--- config.mk ---
export PLATFORM = sky130hd
export DESIGN_NAME = struct_packet_summer
export DESIGN_NICKNAME = d
export VERILOG_FILES = /design/src/rtl/struct_packet_summer.sv
export SDC_FILE = /design/constraint.sdc
export NUM_CORES = 1
export LEC_CHECK = 0
export ABC_CLOCK_PERIOD_IN_PS = 3700
export CORE_ASPECT_RATIO = 1.1
export CORE_MARGIN = 2
export CORE_UTILIZATION = 58
export CTS_CLUSTER_DIAMETER = 120
export DETAILED_ROUTE_END_ITERATION = 8
export PLACE_DENSITY = 0.85
export SKIP_CTS_REPAIR_TIMING = 1
export SYNTH_ARGS = -nofsm -noshare
export SYNTH_HDL_FRONTEND = slang
export SYNTH_SLANG_ARGS = --single-unit
--- constraint.sdc ---
create_clock -name clk -period 3.7 [get_ports clk]
set_clock_uncertainty 0.2 [all_clocks]
set_input_delay 0.74 -clock clk [delete_from_list [all_inputs] [get_ports clk]]
set_output_delay 0.74 -clock clk [all_outputs]
set_load 0.02 [all_outputs]
--- src/rtl/struct_packet_summer.sv ---
// Packet summer: accumulates 32-bit beats per packet and queues {sum, carry} results.
// Latency: a result is visible on struct_output the cycle after its last beat is sampled.
// Backpressure: none upstream; results wait in the FIFO, and a result completing while it is full with no pop is dropped and counted.

package some_structs;
  typedef struct packed {
    logic        a_flag;
    logic [31:0] a_vector;
  } struct1_t;

  typedef struct packed {
    logic     valid;
    struct1_t a_substruct;
  } struct2_t;
endpackage

// Generic synchronous FIFO; push into a full FIFO is accepted only alongside a pop.
// Latency: a pushed word reaches head_dat the cycle after the push if the FIFO was empty.
// Backpressure: a push into a full FIFO without a pop is ignored; the caller owns the drop policy.
module sync_fifo #(
  parameter int W     = 8,
  parameter int DEPTH = 4
) (
  input  logic                       clk,
  input  logic                       rst,
  input  logic                       push_vld,
  input  logic [W-1:0]               push_dat,
  input  logic                       pop_vld,
  output logic [W-1:0]               head_dat,
  output logic [$clog2(DEPTH+1)-1:0] level,
  output logic                       full,
  output logic                       empty
);
  localparam int AW = (DEPTH > 1) ? $clog2(DEPTH) : 1;
  localparam int LW = $clog2(DEPTH+1);

  logic [W-1:0]  mem [DEPTH];
  logic [AW-1:0] rd_ptr;
  logic [AW-1:0] wr_ptr;
  logic          do_push;
  logic          do_pop;

  assign full     = (level == LW'(DEPTH));
  assign empty    = (level == '0);
  assign do_pop   = pop_vld && !empty;
  assign do_push  = push_vld && (!full || do_pop);
  assign head_dat = mem[rd_ptr];

  always_ff @(posedge clk) begin
    if (do_push) mem[wr_ptr] <= push_dat;
  end

  always_ff @(posedge clk) begin
    if (rst) begin
      rd_ptr <= '0;
      wr_ptr <= '0;
      level  <= '0;
    end else begin
      if (do_push) wr_ptr <= wr_ptr + 1'b1;
      if (do_pop)  rd_ptr <= rd_ptr + 1'b1;
      if (do_push && !do_pop)      level <= level + 1'b1;
      else if (do_pop && !do_push) level <= level - 1'b1;
    end
  end
endmodule

// Sums packet beats and hands {sum, carry} results to downstream through a small queue.
// Latency: 1 cycle from the last beat to a valid result when the queue is empty.
// Backpressure: out_ready pops the head; a result completing into a full queue without a pop is dropped.
module struct_packet_summer #(
  parameter int FIFO_DEPTH = 4
) (
  input  logic                            clk,
  input  logic                            rst,
  input  some_structs::struct2_t          struct_input,
  output some_structs::struct2_t          struct_output,
  input  logic                            out_ready,
  output logic [$clog2(FIFO_DEPTH):0]     fifo_level,
  output logic                            drop_pulse,
  output logic [7:0]                      drop_count
);
  typedef enum logic {IDLE, ACCUM} state_t;

  state_t      state;
  logic [31:0] sum;
  logic        carry;

  logic        beat_vld;
  logic        beat_last;
  logic [31:0] beat_dat;
  logic [32:0] add_full;
  logic        res_vld;
  some_structs::struct1_t res_dat;
  some_structs::struct1_t head_dat;
  logic        fifo_full;
  logic        fifo_empty;
  logic        pop_vld;
  logic        drop;

  assign beat_vld  = struct_input.valid;
  assign beat_last = struct_input.a_substruct.a_flag;
  assign beat_dat  = struct_input.a_substruct.a_vector;

  // An idle FSM starts a fresh packet, so the stale sum and carry are ignored there.
  assign add_full = (state == ACCUM) ? ({1'b0, sum} + {1'b0, beat_dat}) : {1'b0, beat_dat};
  assign res_dat.a_vector = add_full[31:0];
  assign res_dat.a_flag   = (state == ACCUM) && (carry || add_full[32]);
  assign res_vld          = beat_vld && beat_last;

  always_ff @(posedge clk) begin
    if (rst) begin
      state <= IDLE;
      sum   <= '0;
      carry <= 1'b0;
    end else if (beat_vld) begin
      if (beat_last) begin
        state <= IDLE;
      end else begin
        state <= ACCUM;
        sum   <= res_dat.a_vector;
        carry <= res_dat.a_flag;
      end
    end
  end

  assign pop_vld = !fifo_empty && out_ready;
  assign drop    = res_vld && fifo_full && !pop_vld;

  sync_fifo #(
    .W     ($bits(some_structs::struct1_t)),
    .DEPTH (FIFO_DEPTH)
  ) u_result_fifo (
    .clk      (clk),
    .rst      (rst),
    .push_vld (res_vld),
    .push_dat (res_dat),
    .pop_vld  (pop_vld),
    .head_dat (head_dat),
    .level    (fifo_level),
    .full     (fifo_full),
    .empty    (fifo_empty)
  );

  always_comb begin
    struct_output = '0;
    if (!fifo_empty) begin
      struct_output.valid       = 1'b1;
      struct_output.a_substruct = head_dat;
    end
  end

  always_ff @(posedge clk) begin
    if (rst) begin
      drop_pulse <= 1'b0;
      drop_count <= '0;
    end else begin
      drop_pulse <= drop;
      if (drop && (drop_count != 8'hFF)) drop_count <= drop_count + 1'b1;
    end
  end
endmodule

### Word level (Yosys, flattened, before mapping)

Memories as Yosys holds them, arrays and structs flattened. A register that Yosys moved wholly into a read port is not among the register bits.
Cells that the tools add are included.

* output and inout bits: 46
* memory bits (writable): 132
* memories kept: 1
* register bits: 50

* reduce and logical (&&, ||, !) cells: 20
* mux-type cells: 9
* eq/ne operators: 2
* $add $sub $neg: 6
* bitwise logic cells: 1

Memories
* u_result_fifo.mem: words 4, bits a word 33, read ports 1, clocked after memory_dff 1, write ports 1, RTL line 37 `logic [W-1:0] mem [DEPTH];`

Operator list (count)
* $mux W34: 1
* $add A32 B32 Y33: 1
* $mux W33: 1
* $logic_and A1 B1 Y1: 10
* $add A8 B1 Y8 const B: 1
* $ne A8 B8 Y1 const B: 1
* $mux W3: 2
* $logic_not A1 Y1: 5
* $add A2 B1 Y2 const B: 2
* $mux W2: 2
* $add A3 B1 Y3 const B: 1
* $eq A3 B3 Y1 const B: 1
* $logic_not A3 Y1: 1
* $mux W1: 3
* $sub A3 B1 Y3 const B: 1
* $logic_or A1 B1 Y1: 2
* $reduce_and A2 Y1: 1
* $reduce_bool A2 Y1: 1
* $not A1 Y1: 1

### Longest topological paths before layout

Gate-level depths: netlist (run 1).

* word-level depth: 10
* mapped depth: 10
* depth with buffers taken out: 10

### By module

A second synthesis (run 1) with hierarchy kept.

* cell total of the unflattened synthesis: 717
* area, all modules: 9148.8 um^2

By module, submodules not included
* sync_fifo: area each 5253.8 um^2, times used 1, seq. area each 4144.0 um^2, cells an instance 221
* struct_packet_summer: area each 3895.0 um^2, times used 1, seq. area each 860.8 um^2, cells an instance 496

### Worst setup path after synthesis (run 1)

OpenSTA, ideal clock, no wires.

* path type: input port to flip-flop
* from: in struct_input[0] (netlist name)
* to: mem u_result_fifo.mem[0][30] (netlist name) (data pin)
* arrival: 2.937 ns
* stages: 10
* buffers on the path: 0
* required time: 3.217 ns
* path slack: 0.280 ns
* cell sequence: ha_1 > fa_1 > a211oi_2 > o21ai_2 > nor4b_4 > o311ai_4 > o21ai_2 > a2111oi_2 > xor2_1 > mux2i_1

* word-level cells in the longest chain between the ends: 2

Ends and longest elaborated chain
* from (decl): RTL line 75 `input some_structs::struct2_t struct_input,`
* $add A32 B32 Y33: RTL line 105 `assign add_full = (state == ACCUM) ? ({1'b0, sum} + {1'b0, beat_dat}) : {1'b0, beat_dat};`
* $mux W33: RTL line 105
* net add_full[30]: RTL line 91 `logic [32:0] add_full;`
* to (decl): RTL line 37

The timed path passes the listed nets, and every way through them passes these cells.

### Worst setup path in the final report (run 1)

* from: in struct_input[0] (netlist name)
* to: mem u_result_fifo.mem[1][30] (netlist name) (data pin)

Same word-level chain as after synthesis.

==> summary.txt, run 1 <==
Outcome
  • Status: completed

Power and ir drop
  • Sw Ratio: 29.73%
  • Leakage: 4.054 nW
  • Part of the power in the clock network: 29.7%
  • NetSw: 1.772 mW
  • Sequential power share: 40.4%
  • Comb pwr share: 29.8%
  • Pint: 4.187 mW
  • VDD IR max: 0.0003853 V
  • PwrDens: 528.4 nW/um^2

Cells and area
  • Layout Nets: 968
  • Layout Area Growth over Synthesis: 20.72%
  • Share of cells above drive strength 1: 17.72%
  • Finished layout cell area: 11280 sq um
  • Diodes inserted: 0

Clock tree
  • Clock-pin slew on the worst setup and hold paths: 0.07 ns
  • H-tree depth: 4
  • Clk buf depth: 2
  • Clock sinks: 184
  • Clock latency on the worst-skew pair: 0.43 ns
  • CTS tree: yes
  • Cts bufs inserted: 17
  • Root Buffer: clkbuf_16

Synthesis
  • XOR/XNOR Fraction of Synth Area: 3.094%
  • Synth area leaders: edfxtp_1 (42%), dfxtp_1 (11%), mux4_2 (8.0%)
  • Synth Warn #: 0
  • Synth async-reset ratio: 0%
  • Post-synthesis mux area share: 10.54%
  • Mapped Area: 9343 sq um
  • Post-synth EDFFs: 132
  • Synth Area in Adders: 5.518%
  • Number of distinct library cells after synthesis: 71
  • Post-synthesis compound-gate area fraction: 11.70%
  • Main combinational cell family by area after synthesis: simple AND/OR/NAND/NOR gates
  • Count leader, synth: edfxtp_1
  • Share of the synthesized area in the top cell type: 42.43%
  • Synth Register Bits: 184
  • Avg Inst Size Synth: 12.02 sq um
  • Post-synthesis sequential area ratio: 53.57%
  • Primary FF master, synth: edfxtp_1
  • Post-synth top cells: edfxtp_1 (132), nor2_1 (69), nand2_1 (57)
  • Cell taking the most area after synthesis: edfxtp_1
  • Synth Net Count: 854
  • Cells after synthesis: 777
  • Synthesized-area fraction occupied by and/or/nand/nor cells: 13.04%

Timing
  • Setup ws final: 0.2049 ns
  • RSZ-0062 raised after global routing: false
  • Tcrit/Tclk final: 94.46%
  • Final Critical Period: 3.495 ns
  • Final Max Slew Viols: 0
  • Max Clock Freq: 286.1 MHz
  • Slew HR: 44.59%
  • Worst-Margin Slew: 0.8311 ns
  • Final Hold Fails: 0
  • Final Setup Violations: 0

GRT
  • First-pass GRT wire length: 34.22 mm
  • Pin count of the biggest net entering global routing: 42
  • Vias in the first global route: 6463
  • Antenna violations before repair: 0
  • Total GRT Usage: 25.83%
  • Gr ovfl total: 0

Critical path
  • WS Path Type: input pin to flop
  • Startpoint Class: input pin
  • Reg2reg end: u_result_fifo.mem[1][30]
  • R2r setup slk: 0.65 ns
  • Critical path's slowest cell: clkdlybuf4s50_1
  • Worst Setup End Kind: flop
  • Crit path buffers/inverters: 1
  • CP arrival: 3.43 ns
  • Crit Reg-Reg Startpoint: sum[0]
  • Most frequent cell on the critical path: o21ai_2
  • Worst Path Required: 3.64 ns
  • Worst Path Max Fanout: 4
  • Crit path largest cell delay: 0.43 ns
  • CP top delay family: compound AO/OA/AOI/OAI gates
  • Critical path cell sequence: clkdlybuf4s50_1, ha_2, fa_2, a211oi_2, o21ai_2, nor4b_4, o311ai_4, o21ai_2, a2111oi_4, xor2_1, mux2i_2
  • R2R cell count: 10

Placement
  • I/O Buffers: 82
  • Hpwl dp: 14.56 mm
  • Placed cell areas: 10680 sq um
  • Post-Place Setup Slack: -0.3908 ns
  • RD Place Congestion: 0.8997

Flow run
  • Max-capacitance violation count: 0

Route
  • Drt first pass iters: 5
  • Initial drt markers: 737
  • Wire length per cell: 19.28 microns
  • Via count: 6743
  • Vias per std cell: 6.113
  • Routed WL: 21.26 mm
  • DR DRC count: 0
  • Antenna Violating Nets Remaining: 0

Floorplan
  • Initial core utilization: 59.37%
  • Core footprint: 15740 sq um
  • Rows: 48
  • Die area: 17140 sq um
  • Die Wd: 125.0 microns
  • Die height: 137.1 microns
  • # IOs: 83

Min path
  • Worst hold path depth: 2
  • Hold Path Class: flop to flop
  • Worst Hold Path EP: sum[10]
  • Hold_sp: sum[10]
-- worst max-delay path by stage --
| stage | cells after the start | slack, ns | to | from |
|---|---|---|---|---|
| 6_report | 11 | 0.20 | u_result_fifo.mem[1][30] | struct_input[0] |
| 5_1_grt | 11 | 0.02 | u_result_fifo.mem[1][30] | struct_input[0] |
| 3_3_place_gp | 11 | -0.32 | u_result_fifo.mem[0][30] | struct_input[0] |
| 3_5_place_dp | 11 | -0.39 | u_result_fifo.mem[1][30] | struct_input[0] |
| 2_1_floorplan | 10 | 0.28 | u_result_fifo.mem[0][30] | struct_input[0] |
| 4_1_cts | 3 | 0.05 | struct_output[30] | u_result_fifo.level[0] |
-- cell families (layout without fill, tap and decap cells) --
group / after synthesis / count (layout)
fa+ha+maj: 40 / 40
simple gates: 241 / 241
flops: 184 / 184
buf+inv: 62 / 188
compound gates: 162 / 162
mux: 55 / 55
xor+xnor: 33 / 33
-- power groups by stage --
stage	Sequential (mW)	Clock, mW	Combinational [mW]
finish	2.41	1.77	1.78
global route	2.42	1.87	1.92
CTS	2.41	1.79	1.79
detailed placement	2.45	0	1.76
global placement	2.44	0	1.73
floorplan	2.44	0	1.09
-- metal layers --
metal | part of all wire, % | routed length, microns | GRT usage (%)
met1 | 41 | 8651 | 34.77
met2 | 50 | 10570 | 43.45
met3 | 7.7 | 1635 | 4.378
met4 | 1.9 | 409 | 8.148
met5 | 0 | 0 | 0
-- cell type report --
class	instances	area (sq um)
inverters	21	78.83
flip-flops and latches	184	5007
fillers	1042	4457
repair buffers	136	1239
multi-input cells	531	4126
well taps	200	250.2
clock inverters	14	151.4
clock buffers	17	425.4
-- tightest hold or removal path: stages, from the launching register on --
cell	delay, ns
dfxtp_1	0.31
nand2_1	0.05
a21oi_1	0.05
-- sequential cells by signal, indices dropped and copies added (netlist names), named ones only --
signal / count
drop_count: 8
sum: 32
u_result_fifo.level: 3
u_result_fifo.rd_ptr: 2
carry: 1
drop_pulse: 1
u_result_fifo.mem: 132
u_result_fifo.wr_ptr: 2
state: 1
-- placed cells by master (no fill, tap or decap), types with 3 or more instances in the layout --
cell             synthesis  layout
nand2_1                 57      57
nand4_1                 14      14
nand2b_1                10      10
o21a_1                  15      15
nand3_1                 12      12
mux2_2                  17      17
o221ai_1                 3       3
o21ai_0                 24      24
a21o_1                   8       8
clkinv_4                 0       4
a21oi_1                 51      51
o21bai_1                 9       9
nor3b_1                  3       3
o211ai_1                 5       5
edfxtp_1               132     132
nor3_1                   9       9
clkbuf_16                0      17
ha_1                    38      37
xnor2_1                 20      20
dfxtp_1                 52      50
clkdlybuf4s50_1          0      82
or3_1                    7       6
nor2_1                  69      69
inv_1                   21      21
nor2b_1                  4       3
xor2_1                  13      13
and2_1                  38      38
mux4_2                  33      33
a31oi_1                  7       7
mux2i_1                  5       4
o21ai_1                  3       3
buf_4                    0      53
a211oi_1                 5       5
-- through the flow --
step | setup TNS [ns] | util [%] | hold slack (ns) | total power [mW] | std cells
after floorplan | 0 | - | 0.2361 | 3.521 | 777
after global placement | -2.661 | 67.87 | 0.2456 | 4.169 | 1072
after detailed placement | -4.952 | 67.87 | 0.2532 | 4.214 | 1072
after CTS | 0 | 71.53 | 0.2621 | 5.988 | 1103
after global routing | 0 | 71.68 | 0.2743 | 6.208 | 1103
final | 0 | 71.68 | 0.2608 | 5.959 | 1103
Note: power is estimated with default switching activity, not from simulation.
==> inputs of run 2 (changes only) <==
--- a/config.mk
+++ b/config.mk
@@ -15,4 +15,5 @@
 export SKIP_CTS_REPAIR_TIMING = 1
 export SYNTH_ARGS = -nofsm -noshare
 export SYNTH_HDL_FRONTEND = slang
+export SYNTH_HIERARCHICAL = 1
 export SYNTH_SLANG_ARGS = --single-unit
==> run 2 against run 1 <==
Compared with the run above:
- utilization rose by 0.40 points
- combinational power rose by 17%
- via count decreased by 4.7%
- largest power group unchanged
- highest routed layer unchanged
- final area fell by 0.59%
- sequential power rose by 2%
- clock-buffer cell count grew 2
- fmax fell by 1.9%
- first-iteration DRC count fell by 12%
- critical path depth increased by 1
==> summary.txt, run 2 <==
Outcome
  • Status: completed (unchanged)

Critical path
  • Worst Path Max Fanout: 4 (unchanged)
  • Startpoint Class: input pin (unchanged)
  • Critical path cell sequence: clkdlybuf4s50_1, ha_1, fa_2, a21o_1, a311oi_2, o22ai_2, nor2b_2, o21ai_2, a221oi_2, o21ai_1, xor2_1, mux2_2 (was clkdlybuf4s50_1, ha_2, fa_2, a211oi_2, o21ai_2, nor4b_4, o311ai_4, o21ai_2, a2111oi_4, xor2_1, mux2i_2)
  • Critical path's slowest cell: clkdlybuf4s50_1 (unchanged)
  • Crit Reg-Reg Startpoint: sum[0] (unchanged)
  • Worst Setup End Kind: flop (unchanged)
  • Crit path largest cell delay: 0.42 ns (was 0.43 ns)
  • CP arrival: 3.53 ns (was 3.43 ns)
  • WS Path Type: input pin to flop (unchanged)
  • R2r setup slk: 0.58 ns (was 0.65 ns)
  • Reg2reg end: u_result_fifo/mem[2][22] (was u_result_fifo.mem[1][30])
  • Worst Path Required: 3.67 ns (was 3.64 ns)
  • R2R cell count: 11 (was 10)

Timing
  • Slew HR: 49.86% (was 44.59%)
  • Worst-Margin Slew: 0.7521 ns (was 0.8311 ns)
  • RSZ-0062 raised after global routing: false (unchanged)
  • Setup ws final: 0.1357 ns (was 0.2049 ns)
  • Final Critical Period: 3.564 ns (was 3.495 ns)
  • Tcrit/Tclk final: 96.33% (was 94.46%)
  • Final Hold Fails: 0 (unchanged)
  • Final Max Slew Viols: 0 (unchanged)
  • Max Clock Freq: 280.6 MHz (was 286.1 MHz)
  • Final Setup Violations: 0 (unchanged)

Route
  • Routed WL: 21.36 mm (was 21.26 mm)
  • Via count: 6429 (was 6743)
  • Initial drt markers: 646 (was 737)
  • Antenna Violating Nets Remaining: 0 (unchanged)
  • Wire length per cell: 20.09 microns (was 19.28 microns)
  • DR DRC count: 0 (unchanged)
  • Drt first pass iters: 5 (unchanged)
  • Vias per std cell: 6.048 (was 6.113)

Placement
  • Hpwl dp: 14.47 mm (was 14.56 mm)
  • RD Place Congestion: 0.9223 (was 0.8997)
  • Post-Place Setup Slack: -0.4743 ns (was -0.3908 ns)
  • Placed cell areas: 10610 sq um (was 10680 sq um)
  • I/O Buffers: 82 (unchanged)

Flow run
  • Max-capacitance violation count: 0 (unchanged)

Cells and area
  • Most frequent cells in the layout: edfxtp_1 (132), clkdlybuf4s50_1 (82), nand2_1 (64) (was edfxtp_1 (132), clkdlybuf4s50_1 (82), nor2_1 (69))
  • Commonest non-fill, non-tap cell in the layout: edfxtp_1 (unchanged)
  • Largest register FFs: 132 (unchanged)
  • Layout Nets: 927 (was 968)
  • Layout Area Growth over Synthesis: 22.55% (was 20.72%)
  • Diodes inserted: 0 (unchanged)
  • Share of cells above drive strength 1: 21.21% (was 17.72%)
  • Finished layout cell area: 11210 sq um (was 11280 sq um)
  • Top reg by flops: u_result_fifo/mem (was u_result_fifo.mem)
  • Top flop regs: u_result_fifo/mem: 132 flops, sum: 32 flops, drop_count: 8 flops (was u_result_fifo.mem: 132 flops, sum: 32 flops, drop_count: 8 flops)

Synthesis
  • Cells after synthesis: 717 (was 777)
  • Synth async-reset ratio: 0% (unchanged)
  • Synth Register Bits: 184 (unchanged)
  • Share of the synthesized area in the top cell type: 43.33% (was 42.43%)
  • Avg Inst Size Synth: 12.76 sq um (was 12.02 sq um)
  • Cell taking the most area after synthesis: edfxtp_1 (unchanged)
  • Synth area leaders: edfxtp_1 (43%), dfxtp_1 (11%), mux4_2 (8.1%) (was edfxtp_1 (42%), dfxtp_1 (11%), mux4_2 (8.0%))
  • Synth Net Count: 794 (was 854)
  • Post-synth EDFFs: 132 (unchanged)
  • Synth Warn #: 6 (was 0)
  • Number of distinct library cells after synthesis: 69 (was 71)
  • Primary FF master, synth: edfxtp_1 (unchanged)
  • Count leader, synth: edfxtp_1 (unchanged)
  • Post-synthesis sequential area ratio: 54.70% (was 53.57%)
  • Post-synth top cells: edfxtp_1 (132), nand2_1 (64), a21oi_1 (56) (was edfxtp_1 (132), nor2_1 (69), nand2_1 (57))
  • Mapped Area: 9149 sq um (was 9343 sq um)

Min path
  • Hold_sp: sum[9] (was sum[10])
  • Worst Hold Path EP: sum[9] (was sum[10])
  • Worst hold path depth: 2 (unchanged)
  • Hold Path Class: flop to flop (unchanged)

Power and ir drop
  • Leakage: 4.182 nW (was 4.054 nW)
  • PwrDens: 562.8 nW/um^2 (was 528.4 nW/um^2)
  • VDD IR max: 0.0002966 V (was 0.0003853 V)
  • Power, Total: 6.311 mW (was 5.959 mW)

Floorplan
  • Initial core utilization: 58.82% (was 59.37%)
  • Die height: 135.7 microns (was 137.1 microns)
  • Core footprint: 15550 sq um (was 15740 sq um)
  • Die Wd: 123.8 microns (was 125.0 microns)
  • Die area: 16800 sq um (was 17140 sq um)
  • # IOs: 83 (unchanged)
  • Rows: 48 (unchanged)

Clock tree
  • H-tree depth: 4 (unchanged)
  • CTS tree: yes (unchanged)
  • Root Buffer: clkbuf_16 (unchanged)
  • Clk buf depth: 2 (unchanged)
  • Clock-pin slew on the worst setup and hold paths: 0.06 ns (was 0.07 ns)
  • Cts bufs inserted: 17 (unchanged)
  • Clock sinks: 184 (unchanged)
  • Clock latency on the worst-skew pair: 0.43 ns (about the same)

GRT
  • Vias in the first global route: 6425 (was 6463)
  • Pin count of the biggest net entering global routing: 44 (was 42)
  • First-pass GRT wire length: 33.32 mm (was 34.22 mm)
  • Gr ovfl total: 0 (unchanged)
  • Total GRT Usage: 26.66% (was 25.83%)
  • Antenna violations before repair: 0 (unchanged)
[run 2: changes by cell type in the layout (fill, tap and decap cells not counted), sizes merged, moves of 8 or more]
| cell | previous run | this run |
|---|---|---|
| nor2b | 4 | 38 |
| and2 | 38 | 8 |
| nor2 | 70 | 41 |
| buf | 54 | 67 |
| o21a | 15 | 3 |
| a21o | 9 | 20 |
| o21ai | 29 | 20 |
| inv | 24 | 16 |
| mux2 | 17 | 25 |
| nand3 | 12 | 4 |
| nand4 | 14 | 6 |
[run 2: final cells by class]
cell class                      count  area, sq um
Sequential cell                   184         5007
Clock inverter                     13        130.1
Clock buffer                       19        442.9
Tap cell                          200        250.2
Fill cell                         972         4343
Multi-Input combinational cell    483         3926
Inverter                           15        56.30
Timing Repair Buffer              149         1399
[run 2: worst max-delay path by stage]
stage	startpoint	end	slack, ns	cells after the start
after global placement	struct_input[0]	u_result_fifo/mem[0][22]	-0.34	12
after floorplan	struct_input[0]	u_result_fifo/mem[0][22]	0.12	11
after CTS	struct_input[0]	u_result_fifo/mem[2][22]	-0.06	12
after detailed placement	struct_input[0]	u_result_fifo/mem[3][22]	-0.47	12
after global routing	struct_input[0]	u_result_fifo/mem[2][22]	0.02	12
final	struct_input[0]	u_result_fifo/mem[2][22]	0.14	12
[run 2: layer usage]
metal | part of all wire, % | track usage [%]
met5 | 0 | 0
met2 | 50 | 43.86
met4 | 2.7 | 11.24
met3 | 6.1 | 4.167
met1 | 41 | 35.26
[run 2: worst max-delay path, delay by kind of cell]
family / cells / cell delay [ns]
xor+xnor: 1 / 0.16
mux: 1 / 0.31
fa+ha+maj: 2 / 0.60
buf+inv: 1 / 0.42
simple gates: 1 / 0.17
compound gates: 6 / 1.12
[run 2: cell families (layout without fill, tap and decap cells)]
kind of cell	Yosys count	after routing	synth area share, %
buffers and inverters	50	196	2.557
DFF	184	184	54.70
adders and majority gates	40	40	5.635
muxes	61	61	11.65
AOI/OAI and AO/OA	149	149	11.31
xor gates and xnor gates	37	37	3.542
and+or+nand+nor	196	196	10.60
[run 2: power breakdown]
part	internal (mW)	total, mW	switching (mW)	leakage (nW)
Sequential	2.36	2.46	0.104	1.63
Clock	1.01	1.76	0.754	0.273
Combinational	0.999	2.09	1.09	2.28
[run 2: stage by stage]
step | hold slack [ns] | instances | TNS, ns | util (%)
2_1_floorplan | 0.2400 | 717 | 0 | -
3_3_place_gp | 0.2464 | 1028 | -13.31 | 68.20
3_5_place_dp | 0.2523 | 1028 | -20.24 | 68.20
4_1_cts | 0.2616 | 1060 | -0.2716 | 71.88
5_1_grt | 0.2765 | 1063 | 0 | 72.08
6_report | 0.2598 | 1063 | 0 | 72.08
==> inputs of run 3 (changes only) <==
--- a/config.mk
+++ b/config.mk
@@ -8,10 +8,9 @@
 export ABC_CLOCK_PERIOD_IN_PS = 3700
 export CORE_ASPECT_RATIO = 1.1
 export CORE_MARGIN = 2
-export CORE_UTILIZATION = 58
+export CORE_UTILIZATION = 40
 export CTS_CLUSTER_DIAMETER = 120
 export DETAILED_ROUTE_END_ITERATION = 8
-export PLACE_DENSITY = 0.85
 export SKIP_CTS_REPAIR_TIMING = 1
 export SYNTH_ARGS = -nofsm -noshare
 export SYNTH_HDL_FRONTEND = slang
==> run 3 against run 2 <==
Compared with the run above:
- register-to-register slack better by 0.03 ns
- first-iteration DRC count is 26% lower
- sequential power about the same
- worst setup slack got worse by 0.019 ns
- critical path type unchanged
- largest cell class unchanged
- largest power group unchanged
- highest routed layer unchanged
==> summary.txt, run 3 (same netlist as run 2, synthesis figures left out) <==
GRT
  • Vias in the first global route: 6380 (was 6425)
  • Total GRT Usage: 18.11% (was 26.66%)
  • First-pass GRT wire length: 33.78 mm (was 33.32 mm)
  • Antenna violations before repair: 0 (unchanged)
  • Pin count of the biggest net entering global routing: 35 (was 44)
  • Gr ovfl total: 0 (unchanged)

Placement
  • RD Place Congestion: 0.9017 (was 0.9223)
  • Placed Cells: 1125 (was 1028)
  • Post-Place Setup Slack: -0.4738 ns (was -0.4743 ns)
  • Placed cell areas: 10700 sq um (was 10610 sq um)
  • I/O Buffers: 82 (unchanged)
  • Hpwl dp: 14.50 mm (was 14.47 mm)

Cells and area
  • Layout Nets: 923 (was 927)
  • Layout Area Growth over Synthesis: 23.36% (was 22.55%)
  • Diodes inserted: 0 (unchanged)
  • Fin cells: 1159 (was 1063)
  • Finished layout cell area: 11290 sq um (was 11210 sq um)
  • Most frequent cells in the layout: edfxtp_1 (132), clkdlybuf4s50_1 (82), nand2_1 (64) (unchanged)
  • Largest register FFs: 132 (unchanged)
  • Area of the multi-input gates: 3929 sq um (was 3926 sq um)
  • Final core occ: 49.85% (was 72.08%)
  • Register area: 5007 sq um (unchanged)
  • Fillers: 1990 (was 972)
  • Share of cells above drive strength 1: 21.30% (was 21.21%)
  • Top reg by flops: u_result_fifo/mem (unchanged)
  • Top flop regs: u_result_fifo/mem: 132 flops, sum: 32 flops, drop_count: 8 flops (unchanged)
  • Commonest non-fill, non-tap cell in the layout: edfxtp_1 (unchanged)

Route
  • Drt first pass iters: 4 (was 5)
  • Initial drt markers: 475 (was 646)
  • Via count: 6073 (was 6429)
  • Routed WL: 21.12 mm (was 21.36 mm)
  • Vias per std cell: 5.240 (was 6.048)
  • DR DRC count: 0 (unchanged)
  • Wire length per cell: 18.23 microns (was 20.09 microns)
  • Antenna Violating Nets Remaining: 0 (unchanged)

Min path
  • Hold_sp: sum[17] (was sum[9])
  • Hold Path Class: flop to flop (unchanged)
  • Worst Hold Path EP: sum[17] (was sum[9])
  • Worst hold path depth: 2 (unchanged)

Clock tree
  • Clock-pin slew on the worst setup and hold paths: 0.07 ns (was 0.06 ns)
  • Clock sinks: 184 (unchanged)
  • CTS tree: yes (unchanged)
  • Clock latency on the worst-skew pair: 0.43 ns (about the same)
  • Root Buffer: clkbuf_16 (unchanged)
  • Cts bufs inserted: 17 (unchanged)
  • H-tree depth: 4 (unchanged)
  • Clk buf depth: 2 (unchanged)

Timing
  • RSZ-0062 raised after global routing: false (unchanged)
  • Final Setup Violations: 0 (unchanged)
  • Tcrit/Tclk final: 96.85% (was 96.33%)
  • Final Max Slew Viols: 0 (unchanged)
  • Final Hold Fails: 0 (unchanged)
  • Setup ws final: 0.1165 ns (was 0.1357 ns)
  • Setup TNS: 0 ns (unchanged)
  • Final Critical Period: 3.584 ns (was 3.564 ns)
  • Hold slack: 0.2598 ns (about the same)
  • Slew HR: 57.89% (was 49.86%)
  • Max Clock Freq: 279.1 MHz (was 280.6 MHz)
  • Worst-Margin Slew: 0.6316 ns (was 0.7521 ns)

Critical path
  • Crit Reg-Reg Startpoint: sum[0] (unchanged)
  • Startpoint Class: input pin (unchanged)
  • Worst Path Required: 3.87 ns (was 3.67 ns)
  • R2r setup slk: 0.61 ns (was 0.58 ns)
  • CP arrival: 3.76 ns (was 3.53 ns)
  • Reg2reg end: u_result_fifo/mem[3][22] (was u_result_fifo/mem[2][22])
  • Worst Path Max Fanout: 5 (was 4)
  • WS Path Type: input pin to flop (unchanged)
  • R2R cell count: 12 (was 11)
  • Worst Setup End Kind: flop (unchanged)

Outcome
  • Status: completed (unchanged)

Power and ir drop
  • PwrDens: 553.9 nW/um^2 (was 562.8 nW/um^2)
  • Power, Total: 6.251 mW (was 6.311 mW)
  • Leakage: 4.173 nW (was 4.182 nW)
  • VDD IR max: 0.0003629 V (was 0.0002966 V)

Floorplan
  • Initial core utilization: 40.41% (was 58.82%)
  • Rows: 58 (was 48)
  • # IOs: 83 (unchanged)
  • Core footprint: 22640 sq um (was 15550 sq um)
  • Die area: 24100 sq um (was 16800 sq um)
  • Die height: 162.6 microns (was 135.7 microns)
  • Die Wd: 148.2 microns (was 123.8 microns)

Flow run
  • Max-capacitance violation count: 0 (unchanged)
==> run 3: cell count changes in the layout (fill, tap and decap cells not counted), sizes merged <==
cell	previous run	this run
bufinv	2	0
clkinvlp	2	0
clkinv	8	5
inv	16	20
buf	67	63
clkbuf	19	22
==> run 3: worst max-delay path by stage <==
| stage | from | to | slack (ns) |
|---|---|---|---|
| CTS | struct_input[0] | u_result_fifo/mem[1][22] | -0.05 |
| detailed placement | struct_input[0] | u_result_fifo/mem[3][22] | -0.47 |
| global route | struct_input[1] | sum[29] | 0.02 |
| finish | struct_input[1] | sum[29] | 0.12 |
| floorplan | struct_input[0] | u_result_fifo/mem[0][22] | 0.12 |
| global placement | struct_input[0] | u_result_fifo/mem[0][22] | -0.39 |
==> run 3: power breakdown <==
part           leakage (nW)  switching, mW  internal, mW
clock                 0.290          0.769         0.960
sequential             1.63         0.0752          2.36
combinational          2.26           1.10         0.987
total                  4.17           1.95          4.31
==> run 3: cell type report <==
class                      count  share of cell area (%)
sequential                   184                   44.37
multi-input combinational    483                   34.81
timing repair buffer         145                   12.02
clock buffer                  22                   4.412
tap                          300                   3.326
clock inverter                10                  0.5654
inverter                      15                  0.4989
==> run 3: critical path, cell delays in order <==
cell and delay, ns:
clkdlybuf4s50_1 0.51, ha_1 0.36, a211o_1 0.29, a211o_1 0.29
a21bo_1 0.22, a21oi_4 0.22, o21ai_4 0.11, a211oi_1 0.34
o21ai_0 0.18, a31oi_2 0.29, a31o_1 0.19
==> run 3: metal layers <==
layer,vias up,GRT usage [%],share of wire [%]
met5,-,0,0
met4,0,6.797,2.4
met2,123,29.55,47
met1,2986,24.42,46
met3,38,2.969,4.0
li1,2926,-,-
